## src/rtl/pic_pkg.sv

```systemverilog
// Shared types and constants for the 8259A-style interrupt sequencer.
// A priority rank of 0 is the highest priority, given the current rotation pointer.
package pic_pkg;

    localparam int LEVEL_W    = 3;
    localparam int NUM_LEVELS = 8;

    localparam logic [LEVEL_W-1:0] SPURIOUS_LEVEL = 3'd7;

    typedef enum logic [1:0] {
        IDLE,
        WAIT_INTA1,
        WAIT_INTA2
    } state_t;

    // Maps a level to its rank. The level just above the pointer gets rank 0.
    function automatic logic [LEVEL_W-1:0] priority_rank(
        input logic [LEVEL_W-1:0] level,
        input logic [LEVEL_W-1:0] lowest_priority
    );
        return level - lowest_priority - 3'd1;
    endfunction

endpackage

```

## src/rtl/priority_resolver.sv

```systemverilog
// Rotating-priority encoder. It scans upward from (lowest_priority + 1), wrapping around,
// and returns the first set bit it finds.
module priority_resolver
    import pic_pkg::*;
(
    input  logic [NUM_LEVELS-1:0] req,
    input  logic [LEVEL_W-1:0]    lowest_priority,
    output logic                  found,
    output logic [LEVEL_W-1:0]    level
);

    always_comb begin
        logic [LEVEL_W-1:0] idx;
        found = 1'b0;
        level = '0;
        idx   = '0;
        for (int i = 0; i < NUM_LEVELS; i++) begin
            idx = lowest_priority + LEVEL_W'(i + 1);
            if (!found && req[idx]) begin
                found = 1'b1;
                level = idx;
            end
        end
    end

endmodule

```

## src/rtl/interrupt_sequencer.sv

```systemverilog
// 8259A control block: fully nested priority against the ISR, the INTA1/INTA2 handshake,
// vector delivery, EOI/AEOI handling and optional priority rotation.
module interrupt_sequencer
    import pic_pkg::*;
#(
    parameter int LEVELS = 8
) (
    input  logic              clk,
    input  logic              reset,
    input  logic [LEVELS-1:0] irq,
    input  logic              inta,
    input  logic [4:0]        vectorBase,
    input  logic              autoEoi,
    input  logic              rotateOnAutoEoi,
    input  logic              eoiStrobe,
    input  logic              specificEoi,
    input  logic [2:0]        eoiLevel,
    input  logic              rotateOnEoi,
    output logic              intr,
    output logic [LEVELS-1:0] clearInterruptRequest,
    output logic [LEVELS-1:0] inServiceRegister,
    output logic [7:0]        vector,
    output logic              vectorValid
);

    state_t             state_q, state_d;
    logic               int_q, int_d;
    logic [LEVELS-1:0]  clear_q, clear_d;
    logic [LEVELS-1:0]  isr_q, isr_d;
    logic [7:0]         vector_q, vector_d;
    logic               vector_valid_q, vector_valid_d;
    logic [LEVEL_W-1:0] lowest_q, lowest_d;
    logic [LEVEL_W-1:0] level_q, level_d;
    logic               spurious_q, spurious_d;

    logic               req_found, ceil_found;
    logic [LEVEL_W-1:0] req_level, ceil_level;
    logic               qualify;
    logic               eoi_hit;
    logic [LEVEL_W-1:0] eoi_target;

    priority_resolver u_req_resolver (
        .req             (irq),
        .lowest_priority (lowest_q),
        .found           (req_found),
        .level           (req_level)
    );

    priority_resolver u_isr_resolver (
        .req             (isr_q),
        .lowest_priority (lowest_q),
        .found           (ceil_found),
        .level           (ceil_level)
    );

    assign qualify = req_found &&
                     (!ceil_found ||
                      (priority_rank(req_level, lowest_q) < priority_rank(ceil_level, lowest_q)));

    // A non-specific EOI with an empty ISR has no target, so it neither clears nor rotates.
    assign eoi_hit    = eoiStrobe && (specificEoi || ceil_found);
    assign eoi_target = specificEoi ? eoiLevel : ceil_level;

    always_comb begin
        state_d        = state_q;
        int_d          = int_q;
        clear_d        = '0;
        isr_d          = isr_q;
        vector_d       = vector_q;
        vector_valid_d = 1'b0;
        lowest_d       = lowest_q;
        level_d        = level_q;
        spurious_d     = spurious_q;

        // The EOI clear goes first, so a same-cycle INTA1 set and the AEOI rotation override it.
        if (eoi_hit) begin
            isr_d[eoi_target] = 1'b0;
            if (rotateOnEoi) begin
                lowest_d = eoi_target;
            end
        end

        case (state_q)
            IDLE: begin
                if (qualify) begin
                    int_d   = 1'b1;
                    state_d = WAIT_INTA1;
                end
            end
            WAIT_INTA1: begin
                if (inta) begin
                    if (qualify) begin
                        level_d           = req_level;
                        spurious_d        = 1'b0;
                        isr_d[req_level]  = 1'b1;
                        clear_d[req_level] = 1'b1;
                    end else begin
                        level_d    = SPURIOUS_LEVEL;
                        spurious_d = 1'b1;
                    end
                    int_d   = 1'b0;
                    state_d = WAIT_INTA2;
                end
            end
            WAIT_INTA2: begin
                if (inta) begin
                    vector_d       = {vectorBase, level_q};
                    vector_valid_d = 1'b1;
                    if (autoEoi && !spurious_q) begin
                        isr_d[level_q] = 1'b0;
                        if (rotateOnAutoEoi) begin
                            lowest_d = level_q;
                        end
                    end
                    state_d = IDLE;
                end
            end
            default: state_d = IDLE;
        endcase
    end

    always_ff @(posedge clk) begin
        if (reset) begin
            state_q        <= IDLE;
            int_q          <= 1'b0;
            clear_q        <= '0;
            isr_q          <= '0;
            vector_q       <= '0;
            vector_valid_q <= 1'b0;
            lowest_q       <= 3'd7;
            level_q        <= '0;
            spurious_q     <= 1'b0;
        end else begin
            state_q        <= state_d;
            int_q          <= int_d;
            clear_q        <= clear_d;
            isr_q          <= isr_d;
            vector_q       <= vector_d;
            vector_valid_q <= vector_valid_d;
            lowest_q       <= lowest_d;
            level_q        <= level_d;
            spurious_q     <= spurious_d;
        end
    end

    assign intr                  = int_q;
    assign clearInterruptRequest = clear_q;
    assign inServiceRegister     = isr_q;
    assign vector                = vector_q;
    assign vectorValid           = vector_valid_q;

endmodule

```

## config.mk

```make
export PLATFORM = sky130hd
export DESIGN_NAME = interrupt_sequencer
export DESIGN_NICKNAME = d
export VERILOG_FILES = /design/src/rtl/pic_pkg.sv /design/src/rtl/priority_resolver.sv /design/src/rtl/interrupt_sequencer.sv
export SDC_FILE = /design/constraint.sdc
export NUM_CORES = 1
export LEC_CHECK = 0
export ABC_AREA = 1
export CORE_MARGIN = 2
export CORE_UTILIZATION = 50
export CTS_CLUSTER_SIZE = 12
export DETAILED_ROUTE_END_ITERATION = 10
export HOLD_SLACK_MARGIN = 0.1
export PLACE_DENSITY = 0.87
export SLEW_MARGIN = 20
export SYNTH_ARGS = -nofsm -noshare
export SYNTH_HDL_FRONTEND = slang
export SYNTH_SLANG_ARGS = --single-unit
```

## constraint.sdc

```tcl
create_clock -name clk -period 4.35 [get_ports clk]
set_input_delay 0.435 -clock clk [delete_from_list [all_inputs] [get_ports clk]]
set_output_delay 0.435 -clock clk [all_outputs]
set_load 0.03 [all_outputs]
```

==> impl_results.md <==
* Clock Latency Late Sink at around 0.29 ns
* Clock sink count at 35
* Cell depth of the worst flop-to-flop path at 26
* Number of antenna cells inserted at 0
* Count of flip-flops with a built-in enable after synthesis at 0
* Critical register-to-register path startpoint: lowest_q[0]
* Total half-perimeter wirelength after legalization and detailed placement at 6.92 mm
* Number of unique standard cell types used by synthesis at 42
* Number of fill cells at roughly 520
* Fraction of final layout cells with drive strength greater than 1 at 0.218
* H-tree levels at 2
* Wire length of the first global-routing pass at 15.2 mm
* Horizontal die dimension at 84.2 µm
* Area leader, netlist: sky130_fd_sc_hd__dfxtp_1
* Hold Path Stages at 2
* Endpoint of the lowest-slack register-to-register path: inServiceRegister[5]
* Maximum operating frequency at 235 MHz
* Mapped Area at 3220 µm²
* Cell types with the largest area share after synthesis: sky130_fd_sc_hd__dfxtp_1 22%, sky130_fd_sc_hd__nand2_1 17%, sky130_fd_sc_hd__nand3_1 10%, sky130_fd_sc_hd__inv_1 6.1%, sky130_fd_sc_hd__o21ai_0 4.8%
* Number of antenna violations at the first check in global routing at 0
* Start point of the worst min-delay path: intr
* Destination of the worst hold path: intr
* Async set-reset flop share out of synthesis at 0
* Final-report setup violation count at 0
* Routability Congestion at ~0.92
* All-Layer GR Usage at 0.258
* Area of the core region at 6280 µm²
* Aggregate routed wire length at 9.92 mm
* Post-synthesis sequential element count at 35
* I/O pin count at 50
* Via count at 3758
* Fin crit period at 4.25 ns
* Clk Tree Root Cell: sky130_fd_sc_hd__clkbuf_8
* Worst slew margin relative to its limit at 0.649
* Count of mapped cells out of synthesis at 507
* Remaining Overflow, GRT at 0
* DRC violation count after routing at 0
* Critical path type: primary input to flip-flop
* Initial Utilization at 0.513
* TritonCTS clock tree: built
* Number of max-slew violations in the final report at 0
* Critical path data arrival time at 4.46 ns
* CP Launch Type: primary input
* Final Core Density at 0.676
* Top-count cell post-synth: sky130_fd_sc_hd__nand2_1
* Number of maximum-capacitance constraint violations at 0
* CTS clk-pin slew, worst paths at about 0.070 ns
* Drt first pass iters at 8
* Yosys top cell area share at 0.218
* Vias in the first global route at ~3400
* Critical-path maximum fanout at 8
* Count of port buffers added during placement at ~50
* Min-Delay Path Class: flip-flop to flip-flop
* Largest net degree at the start of global routing at 22
* Clock buffer depth at 2
* Number of DRC markers after the initial detailed-route iteration at roughly 420
* Sequential element share of the synthesized area at 0.218
* Required time of the critical path at approximately 4.6 ns
* Setup slack, reg-to-reg at roughly 0.14 ns
* Placement Rows at 29
* Hold buffer count at CTS at 0
* Number of routed nets with antenna violations at 0
* Warnings from Yosys at 0
* Number of buffers added by the clock tree synthesis step at 5
* Number of nets in the layout at 619
* Die H at 84.2 µm
* Wire per inst at 15.0 µm
* Area growth from synthesis to layout at 31.9%
* Net count of the mapped netlist at 543
* Detailed-route vias per instance at 5.69
* Avg Cell Area, Syn at 6.35 µm²
* Post-Route Skew at 0.00597 ns
* Final period utilization at 0.977
* Transition time of the tightest slew-check pin at 0.525 ns
* Most frequently used flop master after synthesis: sky130_fd_sc_hd__dfxtp_1
* Run status: finished clean
* Kind of end point of the critical path: flip-flop
* Total Die Area at 7090 µm²
* Number of hold-slack violations in the final timing report at 0
* Commonest cells in the synthesized netlist: 144 x sky130_fd_sc_hd__nand2_1, 65 x sky130_fd_sc_hd__nand3_1, 52 x sky130_fd_sc_hd__inv_1, 38 x sky130_fd_sc_hd__nor2_1, 35 x sky130_fd_sc_hd__dfxtp_1
==> how the worst max path moves through the flow <==
stage                           start              endpoint  depth (start not counted)
final                          irq[1]  inServiceRegister[5]                         25
after global routing           irq[1]  inServiceRegister[5]                         25
after CTS                 lowest_q[0]  inServiceRegister[1]                         26
after detailed placement       irq[1]  inServiceRegister[1]                         28
after global placement         irq[1]  inServiceRegister[5]                         28
after floorplan           lowest_q[0]  inServiceRegister[0]                         29
==> placed cells by master, fill, tap and decap left out, types with 3 or more instances in the layout <==
master	n
sky130_fd_sc_hd__o21ai_2	3
sky130_fd_sc_hd__o21ai_0	30
sky130_fd_sc_hd__nor2_4	3
sky130_fd_sc_hd__o21bai_1	3
sky130_fd_sc_hd__a21boi_0	9
sky130_fd_sc_hd__buf_4	29
sky130_fd_sc_hd__a21oi_1	21
sky130_fd_sc_hd__inv_1	44
sky130_fd_sc_hd__clkdlybuf4s50_1	49
sky130_fd_sc_hd__ha_1	8
sky130_fd_sc_hd__nand3_4	3
sky130_fd_sc_hd__nand3_2	14
sky130_fd_sc_hd__dfxtp_1	32
sky130_fd_sc_hd__nor4_1	6
sky130_fd_sc_hd__nand2_1	133
sky130_fd_sc_hd__and2_1	6
sky130_fd_sc_hd__nand3_1	59
sky130_fd_sc_hd__inv_2	10
sky130_fd_sc_hd__nor2_1	37
sky130_fd_sc_hd__nand2_4	7
sky130_fd_sc_hd__clkbuf_8	6
sky130_fd_sc_hd__nand2_2	19
sky130_fd_sc_hd__a21oi_2	5
sky130_fd_sc_hd__dfxtp_2	3
sky130_fd_sc_hd__nand4_1	7
==> sequential cells by signal, summed over array words and instances (netlist names) <==
name                   flops
clearInterruptRequest      8
inServiceRegister          8
intr                       1
level_q                    3
lowest_q                   3
spurious_q                 1
state_q                    2
vector                     8
vectorValid                1
==> kinds of logic after synthesis <==
group | count (synthesis) | share of synthesized area
simple gates | 306 | 0.481
compound gates | 78 | 0.138
buf+inv | 71 | 0.0964
flops | 35 | 0.218
fa+ha+maj | 12 | 0.0513
xor+xnor | 5 | 0.0159
==> through the flow <==
| step | hold WS (ns) | cell area, µm² | setup slack, ns | setup TNS [ns] | std cells |
|---|---|---|---|---|---|
| after floorplan | 0.456 | 3220 | 0.0279 | 0 | 507 |
| after global placement | 0.440 | 3800 | 0.154 | 0 | 631 |
| after detailed placement | 0.447 | 3800 | -0.0435 | -0.100 | 631 |
| after CTS | 0.459 | 3890 | 0.0137 | 0 | 638 |
| after global routing | 0.477 | 4250 | -0.160 | -0.732 | 660 |
| final | 0.463 | 4250 | 0.100 | 0 | 660 |
==> area by class of cell <==
class	count	area (µm²)	share of cell area
Multi-Input combinational cell	401	2360	0.555
Timing Repair Buffer	82	769	0.181
Sequential cell	35	704	0.166
Inverter	57	223	0.0525
Tap cell	77	96.3	0.0227
Clock buffer	6	82.6	0.0195
Timing Repair inverter	1	7.51	0.00177
Clock inverter	1	5.00	0.00118
==> per-layer routing <==
layer | track usage | up-vias | routed length [µm]
li1 | - | 1818 | -
met1 | 0.314 | 1717 | 3820
met2 | 0.470 | 180 | 5080
met3 | 0.0236 | 43 | 660
met4 | 0.0953 | 0 | 365
met5 | 0 | - | 0
==> timing repair <==
item / in CTS / in global routing
gates cloned: 0 / 1
endpoints found under the setup margin: 3 / 20
gates resized for setup: 1 / 56
pin swaps: 0 / 29
setup buffers: 0 / 21
==> worst max-delay path, cell delays in order <==
cell and delay (ns):
sky130_fd_sc_hd__clkdlybuf4s50_1 0.45, sky130_fd_sc_hd__nand2_1 0.11, sky130_fd_sc_hd__and2_1 0.16, sky130_fd_sc_hd__nand2_1 0.06
sky130_fd_sc_hd__nand2_1 0.08, sky130_fd_sc_hd__inv_1 0.06, sky130_fd_sc_hd__nand2_2 0.08, sky130_fd_sc_hd__nand2_2 0.09
sky130_fd_sc_hd__nor2_4 0.20, sky130_fd_sc_hd__nand4_4 0.19, sky130_fd_sc_hd__nor2_8 0.20, sky130_fd_sc_hd__nand2_1 0.10
sky130_fd_sc_hd__nand4_1 0.11, sky130_fd_sc_hd__nand2_2 0.09, sky130_fd_sc_hd__clkinv_4 0.05, sky130_fd_sc_hd__ha_2 0.17
sky130_fd_sc_hd__fa_2 0.43, sky130_fd_sc_hd__ha_1 0.30, sky130_fd_sc_hd__o211ai_1 0.09, sky130_fd_sc_hd__nand2_1 0.08
sky130_fd_sc_hd__o21ai_2 0.06, sky130_fd_sc_hd__nand2_2 0.13, sky130_fd_sc_hd__nor3_4 0.36, sky130_fd_sc_hd__nand4_1 0.18
sky130_fd_sc_hd__a21oi_2 0.18
Power is not shown: default switching activity piles up to over one toggle a cycle in this logic, so the estimate is an artifact.
